## config.mk

```make
export PLATFORM = sky130hd
export DESIGN_NAME = dadda_seq_mul16
export DESIGN_NICKNAME = d
export VERILOG_FILES = /design/src/rtl/dadda_seq_mul16.sv
export SDC_FILE = /design/constraint.sdc
export NUM_CORES = 1
export LEC_CHECK = 0
export ABC_AREA = 1
export ABC_CLOCK_PERIOD_IN_PS = 10200
export BUFFER_PORTS_ARGS = -buffer_cell sky130_fd_sc_hd__buf_2
export CELL_PAD_IN_SITES_DETAIL_PLACEMENT = 1
export CELL_PAD_IN_SITES_GLOBAL_PLACEMENT = 1
export CORE_MARGIN = 2
export CORE_UTILIZATION = 23
export CTS_CLUSTER_DIAMETER = 50
export CTS_CLUSTER_SIZE = 20
export DETAILED_ROUTE_END_ITERATION = 8
export PLACE_DENSITY = 0.53
export SYNTH_ARGS = -nofsm -noshare
export SYNTH_HDL_FRONTEND = slang
export SYNTH_SLANG_ARGS = --single-unit
```

## constraint.sdc

```tcl
create_clock -name clk -period 10.2 [get_ports clk]
set_clock_uncertainty 0.2 [all_clocks]
set_input_delay 1.53 -clock clk [delete_from_list [all_inputs] [get_ports clk]]
set_output_delay 1.53 -clock clk [all_outputs]
set_load 0.03 [all_outputs]
```

## src/rtl/dadda_seq_mul16.sv

```systemverilog
// Four-cycle 16x16 unsigned multiplier that time-shares one 8x8 Dadda core.
// Optional macro DADDA_SEQ_ZERO_SKIP_EN: zero operands finish after one core cycle.

module dadda_core #(
    parameter int W = 8
) (
    input  logic [W-1:0]   a_i,
    input  logic [W-1:0]   b_i,
    output logic [2*W-1:0] p_o
);
    localparam int NC = 2 * W;
    localparam int R  = W + 1;

    function automatic int dadda_d(input int k);
        int d;
        d = 2;
        for (int n = 0; n < k; n++) d = (d * 3) / 2;
        return d;
    endfunction

    function automatic int dadda_nst(input int w);
        int d;
        int n;
        d = 2;
        n = 0;
        while (d < w) begin
            n++;
            d = (d * 3) / 2;
        end
        return n;
    endfunction

    localparam int NST = dadda_nst(W);

    logic [2*W-1:0] row_a;
    logic [2*W-1:0] row_b;

    always_comb begin : reduce
        logic [R-1:0] col [NC+1];
        logic [R-1:0] nxt [NC+1];
        int           ht  [NC+1];
        int           nh  [NC+1];
        logic [R-1:0] v;
        int           t;
        int           h;
        int           rem;
        logic         s;
        logic         cy;

        v     = '0;
        t     = 0;
        h     = 0;
        rem   = 0;
        s     = 1'b0;
        cy    = 1'b0;
        row_a = '0;
        row_b = '0;
        for (int c = 0; c <= NC; c++) begin
            col[c] = '0;
            nxt[c] = '0;
            ht[c]  = 0;
            nh[c]  = 0;
        end

        for (int i = 0; i < W; i++) begin
            for (int j = 0; j < W; j++) begin
                col[i+j] = col[i+j] | (R'(a_i[i] & b_i[j]) << ht[i+j]);
                ht[i+j]  = ht[i+j] + 1;
            end
        end

        // Each stage squeezes every column down to the next Dadda height,
        // counting carries already pushed in from the column below.
        for (int st = NST - 1; st >= 0; st--) begin
            t = dadda_d(st);
            for (int c = 0; c <= NC; c++) begin
                nxt[c] = '0;
                nh[c]  = 0;
            end
            for (int c = 0; c < NC; c++) begin
                v   = col[c];
                rem = ht[c];
                h   = ht[c] + nh[c];
                for (int k = 0; k < R; k++) begin
                    if (h > t) begin
                        if (h == t + 1) begin
                            s   = v[0] ^ v[1];
                            cy  = v[0] & v[1];
                            v   = v >> 2;
                            rem = rem - 2;
                            h   = h - 1;
                        end else begin
                            s   = v[0] ^ v[1] ^ v[2];
                            cy  = (v[0] & v[1]) | (v[0] & v[2]) | (v[1] & v[2]);
                            v   = v >> 3;
                            rem = rem - 3;
                            h   = h - 2;
                        end
                        nxt[c]   = nxt[c] | (R'(s) << nh[c]);
                        nh[c]    = nh[c] + 1;
                        nxt[c+1] = nxt[c+1] | (R'(cy) << nh[c+1]);
                        nh[c+1]  = nh[c+1] + 1;
                    end
                end
                nxt[c] = nxt[c] | (v << nh[c]);
                nh[c]  = nh[c] + rem;
            end
            for (int c = 0; c <= NC; c++) begin
                col[c] = nxt[c];
                ht[c]  = nh[c];
            end
        end

        for (int c = 0; c < NC; c++) begin
            row_a[c] = col[c][0];
            row_b[c] = col[c][1];
        end
    end

    assign p_o = row_a + row_b;
endmodule

// state | meaning
// IDLE  | waiting for an operand pair, in_ready high
// MUL   | one partial product per cycle, step 0..3
// DONE  | product held on z until the consumer takes it
module dadda_seq_mul16 #(
    parameter int HALF_W = 8
) (
    input  logic                  clk,
    input  logic                  rst,
    input  logic                  in_valid,
    output logic                  in_ready,
    input  logic [2*HALF_W-1:0]   x,
    input  logic [2*HALF_W-1:0]   y,
    output logic                  out_valid,
    input  logic                  out_ready,
    output logic [4*HALF_W-1:0]   z,
    output logic                  busy
);
    localparam int PW = 4 * HALF_W;

    typedef enum logic [1:0] {IDLE, MUL, DONE} state_t;

    state_t               state_q, state_d;
    logic [1:0]           step_q, step_d;
    logic [2*HALF_W-1:0]  xr_q, xr_d;
    logic [2*HALF_W-1:0]  yr_q, yr_d;
    logic [PW-1:0]        acc_q, acc_d;
    logic [PW-1:0]        z_q, z_d;

    logic [HALF_W-1:0]    core_a;
    logic [HALF_W-1:0]    core_b;
    logic [2*HALF_W-1:0]  core_p;
    logic [PW-1:0]        pp_ext;
    logic [PW-1:0]        pp_sh;
    logic [PW-1:0]        sum;

    assign core_a = step_q[0] ? xr_q[2*HALF_W-1:HALF_W] : xr_q[HALF_W-1:0];
    assign core_b = step_q[1] ? yr_q[2*HALF_W-1:HALF_W] : yr_q[HALF_W-1:0];

    dadda_core #(.W(HALF_W)) u_core (
        .a_i (core_a),
        .b_i (core_b),
        .p_o (core_p)
    );

    assign pp_ext = {{(2*HALF_W){1'b0}}, core_p};

    always_comb begin
        pp_sh = pp_ext;
        case (step_q)
            2'd1, 2'd2: pp_sh = pp_ext << HALF_W;
            2'd3:       pp_sh = pp_ext << (2 * HALF_W);
            default:    pp_sh = pp_ext;
        endcase
    end

    assign sum = acc_q + pp_sh;

    always_ff @(posedge clk) begin
        if (rst) begin
            state_q <= IDLE;
            step_q  <= '0;
            xr_q    <= '0;
            yr_q    <= '0;
            acc_q   <= '0;
            z_q     <= '0;
        end else begin
            state_q <= state_d;
            step_q  <= step_d;
            xr_q    <= xr_d;
            yr_q    <= yr_d;
            acc_q   <= acc_d;
            z_q     <= z_d;
        end
    end

    always_comb begin
        state_d = state_q;
        step_d  = step_q;
        xr_d    = xr_q;
        yr_d    = yr_q;
        acc_d   = acc_q;
        z_d     = z_q;
        case (state_q)
            IDLE: begin
                if (in_valid) begin
                    xr_d    = x;
                    yr_d    = y;
                    acc_d   = '0;
                    step_d  = 2'd0;
                    state_d = MUL;
`ifdef DADDA_SEQ_ZERO_SKIP_EN
                    // With a zero operand every partial product is zero, so the
                    // single hi*hi step just writes the cleared accumulator to z.
                    if (x == '0 || y == '0) step_d = 2'd3;
`endif
                end
            end
            MUL: begin
                acc_d  = sum;
                step_d = step_q + 2'd1;
                if (step_q == 2'd3) begin
                    z_d     = sum;
                    state_d = DONE;
                end
            end
            DONE: begin
                if (out_ready) state_d = IDLE;
            end
            default: state_d = IDLE;
        endcase
    end

    assign in_ready  = (state_q == IDLE);
    assign out_valid = (state_q == DONE);
    assign busy      = (state_q != IDLE);
    assign z         = z_q;
endmodule
```

==> impl_metrics.py, run 1 <==
metrics = {
    "run_status": {
        "status": "complete, no violations",
    },
    "die": {
        "die_h_um": 195,
        "die-width_um": 195,
        "design.die.area_sq_um": 37900,
        "start_util": 0.234,
        "rows": 69,
        "pin_count": 71,
        "core-area_sq_um": 35700,
    },
    "timing": {
        "post-route-min-period_ns": 7.33,
        "finalSetupViolCount": 0,
        "maxSlewHeadroom": 0.367,
        "maxSlewViolCount": 0,
        "finalHoldViolations": 0,
        "clock.fmax_mhz": 136,
        "period_share": 0.718,
        "tightest_slew_ns": 0.949,
        "fin_tns_setup_ns": 0,
        "rsz0062_at_grt": "no",
    },
    "drt": {
        "drt_pass1_iterations": 4,
        "routedWlPerCell_um": 15.8,
        "initialDrtViolationCount": 272,
        "vias_per_cell": 4.45,
        "drc": 0,
        "final_antenna_net_count": 0,
        "wirelength_um": 28700,
        "vias": 8054,
    },
    "final_layout": {
        "drive_gt1_frac": 0.118,
        "syn_to_final_growth_pct": 13.7,
        "diodes": 0,
        "layout.nets": 1472,
        "final_core_util": 0.266,
        "fillCellCount": 4545,
    },
    "run": {
        "max_cap_viol_count": 0,
    },
    "global_routing": {
        "grt_usage": 0.155,
        "antenna_found_initial": 0,
        "grt_pass1_vias": 8432,
        "grt_max_degree": 68,
        "overflow": 0,
        "grt_first_pass_wirelength_um": 46200,
    },
    "placement": {
        "gp_congestion": 0.844,
        "portBuffers": 70,
        "hpwl_um": 23300,
    },
    "power": {
        "power_density_nw_per_um2": 114,
        "ir_drop_mv": 0.0777,
        "power.leakage_nw": 4.82,
    },
    "worst_hold_path": {
        "holdPathStages": 2,
        "hold_path_class": "reg2reg",
        "hold_end": "z[1]",
        "worstHoldStart": "z[1]",
    },
    "worst_setup_path": {
        "r2r_end": "acc_q[19]",
        "startpoint_type": "flop",
        "rr_startpoint": "step_q[0]",
        "worstSetupPathType": "reg2reg",
        "critical_path_required_ns": 10.30,
        "cp_max_fo": 10,
        "endpoint_kind": "flop",
        "rr_worst_depth": 30,
        "crit_top_cell": "inv_1",
        "r2r_setup_slack_ns": 2.87,
        "cp_slowest_cell": "dfxtp_1",
        "crit_path_max_incr_delay_ns": 0.52,
        "arrival_ns": 7.43,
    },
    "cts": {
        "root_buffer": "clkbuf_16",
        "clkSinkCount": 100,
        "clk_latency_ns": 0.37,
        "cts_inserted_buffers": 9,
        "path_clk_slew_ns": 0.08,
        "cts_tree": "yes",
        "cts_resized": 0,
        "clockBufferDepth": 2,
        "cts_hold_buf": 0,
        "post_cts_buffers": 0,
        "h-tree-depth": 3,
    },
    "yosys": {
        "synthSimpleGateAreaFrac": 0.298,
        "synth_cell_types": 38,
        "syn-num-nets": 1422,
        "ys_ff_latch": 100,
        "synthMuxAreaShare": 0.00240,
        "synth_cells": 1295,
        "ys_seq_area_frac": 0.240,
        "synthAdderAreaFrac": 0.169,
        "synthXorXnorAreaFrac": 0.0262,
        "synth_top_family_by_area": "simple AND/OR/NAND/NOR gates",
        "syn_avg_cell_area_sq_um": 6.45,
        "syn_area_sq_um": 8360,
        "synth-compound-area-share": 0.140,
        "ys_warn_count": 0,
    },
}
[cells by family (layout without fill, tap and decap cells)]
logic type	Yosys count	after routing
adder cells (fa/ha/maj)	91	91
buffers and inverters	272	327
XOR/XNOR	25	25
multiplexers	2	2
AND/OR/NAND/NOR	585	585
flip-flops	100	100
AO/OA/AOI/OAI	220	220
[synthesized netlist by cell type (all sizes together)]
master | count | share of area
o21bai | 7 | 0.0063
o21ai | 53 | 0.032
nor4 | 1 | 0.00075
a211oi | 1 | 0.00090
nand3 | 44 | 0.028
nor2 | 110 | 0.054
inv | 238 | 0.11
a21oi | 143 | 0.088
fa | 37 | 0.089
clkbuf | 20 | 0.0094
a21o | 3 | 0.0027
or2 | 16 | 0.012
o22ai | 12 | 0.0090
buf | 14 | 0.0082
dfxtp | 100 | 0.24
nand2 | 393 | 0.18
mux2i | 2 | 0.0024
nor3 | 8 | 0.0093
nand4 | 10 | 0.0075
xnor2 | 4 | 0.0042
a31oi | 1 | 0.00075
ha | 54 | 0.081
nand3b | 3 | 0.0027
xor2 | 21 | 0.022
[how the worst max path moves through the flow]
stage / from / to / slack (ns) / cells after the start
6_report: step_q[0] / acc_q[19] / 2.87 / 30
5_1_grt: step_q[0] / acc_q[19] / 2.34 / 30
4_1_cts: step_q[0] / acc_q[19] / 2.77 / 30
3_5_place_dp: step_q[0] / acc_q[19] / 2.80 / 30
3_3_place_gp: step_q[1] / acc_q[19] / 2.82 / 30
2_1_floorplan: step_q[1] / z[31] / 4.17 / 34
[per-stage QoR]
stage / instance area, sq um / setup slack (ns) / total power, mW / cells / hold slack [ns]
floorplan: 8360 / 4.17 / 0.599 / 1295 / 0.240
global placement: 9160 / 2.82 / 0.680 / 1795 / 0.254
global route: 9500 / 2.34 / 1.15 / 1811 / 0.295
detailed placement: 9160 / 2.80 / 0.682 / 1795 / 0.258
CTS: 9500 / 2.77 / 1.10 / 1811 / 0.270
finish: 9500 / 2.87 / 1.08 / 1811 / 0.263
[registers in the layout (all words and copies together), names as in the netlist]
name / count
xr_q: 16
acc_q: 32
yr_q: 16
state_q: 2
step_q: 2
z: 32
[layer usage]
metal	up-vias	wire length (um)	global-route usage
li1	4115	-	-
met1	3828	14000	0.204
met5	-	0	0
met4	0	371	0.0333
met2	91	13700	0.271
met3	20	595	0.0208
[final cells by class]
class | count | area [sq um] | area share
clock inverter | 6 | 111 | 0.0117
tap | 461 | 577 | 0.0607
timing repair buffer | 73 | 375 | 0.0395
clock buffer | 10 | 229 | 0.0241
multi-input combinational | 923 | 5310 | 0.559
sequential | 100 | 2000 | 0.211
inverter | 238 | 893 | 0.0940
[critical path: cells and delay by family (launching register included)]
| kind | cells | cell delay (ns) |
|---|---|---|
| compound gates | 7 | 1.41 |
| xor+xnor | 1 | 0.31 |
| fa+ha+maj | 6 | 2.77 |
| buf+inv | 6 | 0.48 |
| flops | 1 | 0.52 |
| simple gates | 10 | 1.55 |
[power breakdown]
part | internal [mW] | switching (mW)
sequential | 0.403 | 0.00897
combinational | 0.0768 | 0.179
clock | 0.241 | 0.174
[cell usage in the layout (no fill, tap or decap), types with 21 or more instances in the layout]
master / count
dfxtp_1: 100
nand2_2: 21
inv_1: 229
ha_1: 54
o21ai_1: 27
nor2_1: 100
nand2_1: 371
a21oi_1: 137
xor2_1: 21
o21ai_0: 25
buf_2: 69
fa_1: 37
nand3_1: 42
Note: power is estimated with default switching activity, not from simulation.
==> run 2: changes to the inputs <==
--- a/config.mk
+++ b/config.mk
@@ -6,7 +6,7 @@
 export NUM_CORES = 1
 export LEC_CHECK = 0
 export ABC_AREA = 1
-export ABC_CLOCK_PERIOD_IN_PS = 10200
+export ABC_CLOCK_PERIOD_IN_PS = 6090
 export BUFFER_PORTS_ARGS = -buffer_cell sky130_fd_sc_hd__buf_2
 export CELL_PAD_IN_SITES_DETAIL_PLACEMENT = 1
 export CELL_PAD_IN_SITES_GLOBAL_PLACEMENT = 1
@@ -15,7 +15,7 @@
 export CTS_CLUSTER_DIAMETER = 50
 export CTS_CLUSTER_SIZE = 20
 export DETAILED_ROUTE_END_ITERATION = 8
-export PLACE_DENSITY = 0.53
+export PLACE_DENSITY = 0.54
 export SYNTH_ARGS = -nofsm -noshare
 export SYNTH_HDL_FRONTEND = slang
 export SYNTH_SLANG_ARGS = --single-unit
==> constraint.sdc (replaced) <==
create_clock -name clk -period 6.09 [get_ports clk]
set_clock_uncertainty 0.2 [all_clocks]
set_input_delay 0.9135 -clock clk [delete_from_list [all_inputs] [get_ports clk]]
set_output_delay 0.9135 -clock clk [all_outputs]
set_load 0.03 [all_outputs]
==> run 2 against run 1 <==
Compared with the run above:
- utilization grew 7.2 points
- sequential cell count did not move
- routed wire length increased by 8.5%
- combinational power grew to 3.0 times the previous value
- cell area rose by 27%
- via count increased by 8.4%
- global-route usage grew 0.55 points
- worst hold slack gained 0.0031 ns
- first-iteration DRC count down 20%
- clock power increased by 47%
- count of clock-buffer cells in the layout down 1
- final cell count rose by 10%
==> impl_metrics.py, run 2 (same netlist as run 1, synthesis figures left out) <==
metrics = {
    "final_layout": {
        "final_common_cell": "nand2_1",
        "diodes": 0,
        "drive_gt1_frac": 0.356,
        "layout.nets": 1656,
        "syn_to_final_growth_pct": 44.5,
        "layout_common_cells": "nand2_1 (320), inv_1 (207), buf_4 (164)",
    },
    "cts": {
        "h-tree-depth": 3,
        "clk_latency_ns": 0.37,
        "cts_hold_buf": 0,
        "clkSinkCount": 100,
        "clockBufferDepth": 2,
        "root_buffer": "clkbuf_16",
        "path_clk_slew_ns": 0.08,
        "cts_inserted_buffers": 9,
        "cts_tree": "yes",
    },
    "drt": {
        "drc": 0,
        "vias": 8732,
        "drt_pass1_iterations": 4,
        "wirelength_um": 31100,
        "final_antenna_net_count": 0,
        "initialDrtViolationCount": 218,
        "vias_per_cell": 4.38,
        "routedWlPerCell_um": 15.6,
    },
    "power": {
        "power.leakage_nw": 5.94,
        "power.net_switching_uw": 724,
        "p_seq_frac": 0.334,
        "p_comb_frac": 0.373,
        "ir_drop_mv": 0.163,
        "clkPwrFrac": 0.293,
        "power_density_nw_per_um2": 172,
        "sw_frac_of_total": 0.349,
        "p_int_mw": 1.35,
        "p_total_mw": 2.07,
    },
    "timing": {
        "finalHoldViolations": 0,
        "hold_slack_ns": 0.266,
        "rsz0062_at_grt": "yes",
        "maxSlewHeadroom": 0.350,
        "period_share": 0.992,
        "maxSlewViolCount": 0,
        "clock.fmax_mhz": 166,
        "tightest_slew_ns": 0.975,
        "post-route-min-period_ns": 6.04,
        "finalSetupViolCount": 0,
    },
    "die": {
        "rows": 69,
        "die-width_um": 195,
        "core-area_sq_um": 35700,
        "design.die.area_sq_um": 37900,
        "start_util": 0.234,
        "die_h_um": 195,
        "pin_count": 71,
    },
    "worst_setup_path": {
        "rr_worst_depth": 31,
        "startpoint_type": "flop",
        "cp_max_fo": 5,
        "endpoint_kind": "flop",
        "arrival_ns": 6.13,
        "crit_path_max_incr_delay_ns": 0.51,
        "critical_path_required_ns": 6.18,
        "worstSetupPathType": "reg2reg",
        "cp_slowest_cell": "fa_1",
    },
    "global_routing": {
        "grt_pass1_vias": 9128,
        "overflow": 0,
        "grt_max_degree": 60,
        "grt_usage": 0.161,
        "grt_first_pass_wirelength_um": 47800,
        "antenna_found_initial": 0,
    },
    "run_status": {
        "status": "complete, no violations",
    },
    "placement": {
        "portBuffers": 70,
        "gp_congestion": 0.886,
        "hpwl_um": 24300,
    },
    "run": {
        "max_cap_viol_count": 0,
    },
    "worst_hold_path": {
        "holdPathStages": 2,
        "hold_path_class": "reg2reg",
    },
}
[run 2: changes by cell type in the layout (fill, tap and decap cells not counted), moves of 22 or more]
cell     change
nand2_2     +35
nand2_1     -51
buf_4      +160
buf_6       +22
inv_1       -22
a21oi_2     +22
nor2_1      -29
a21oi_1     -28
[run 2: final timing paths]
kind,from,end,slack (ns)
worst max-delay path,step_q[1],acc_q[21],0.05
worst min-delay path,xr_q[6],xr_q[6],0.27
worst max register to register,step_q[1],acc_q[21],0.05
worst min register to register,xr_q[6],xr_q[6],0.27
[run 2: critical path: cells and delay by family (launching register included)]
family,cells,cell delay [ns]
compound gates,7,1.00
xor+xnor,1,0.15
fa+ha+maj,6,2.42
buf+inv,8,0.92
flops,1,0.35
simple gates,9,0.88
[run 2: through the flow]
| step | area (sq um) | utilization | cells | setup slack, ns | setup TNS [ns] |
|---|---|---|---|---|---|
| after floorplan | 8360 | - | 1295 | 0.0587 | 0 |
| after global placement | 10300 | 0.288 | 1943 | -0.472 | -12.56 |
| after detailed placement | 10300 | 0.288 | 1943 | -0.532 | -14.71 |
| after CTS | 11100 | 0.310 | 1974 | -0.0181 | -0.0588 |
| after global routing | 12100 | 0.339 | 1994 | -0.251 | -5.47 |
| final | 12100 | 0.339 | 1994 | 0.0507 | 0 |
[run 2: timing repair]
action,in CTS,in global routing
setup buffers,16,21
cloned,0,0
setup endpoints to repair,48,48
pin swaps,34,119
gates resized for setup,72,230
[run 2: power groups by stage]
stage | combinational (mW) | sequential [mW] | clock [mW]
2_1_floorplan | 0.304 | 0.699 | 0
3_5_place_dp | 0.581 | 0.703 | 0
3_3_place_gp | 0.576 | 0.703 | 0
4_1_cts | 0.652 | 0.689 | 0.632
5_1_grt | 0.844 | 0.694 | 0.656
6_report | 0.774 | 0.691 | 0.608
[run 2: cell type report]
cell class                 count  area, sq um
inverter                     238          898
timing repair buffer         257         1860
multi-input combinational    923         6440
fill                        4482        23600
clock inverter                 6         66.3
sequential                   100         2010
clock buffer                   9          225
tap                          461          577
[run 2: layer usage]
| layer | GRT usage | up-vias | routed length [um] |
|---|---|---|---|
| met5 | 0 | - | 0 |
| met4 | 0.0456 | 0 | 654 |
| met3 | 0.0229 | 32 | 713 |
| met2 | 0.292 | 103 | 15800 |
| met1 | 0.197 | 4116 | 13900 |
| li1 | - | 4481 | - |
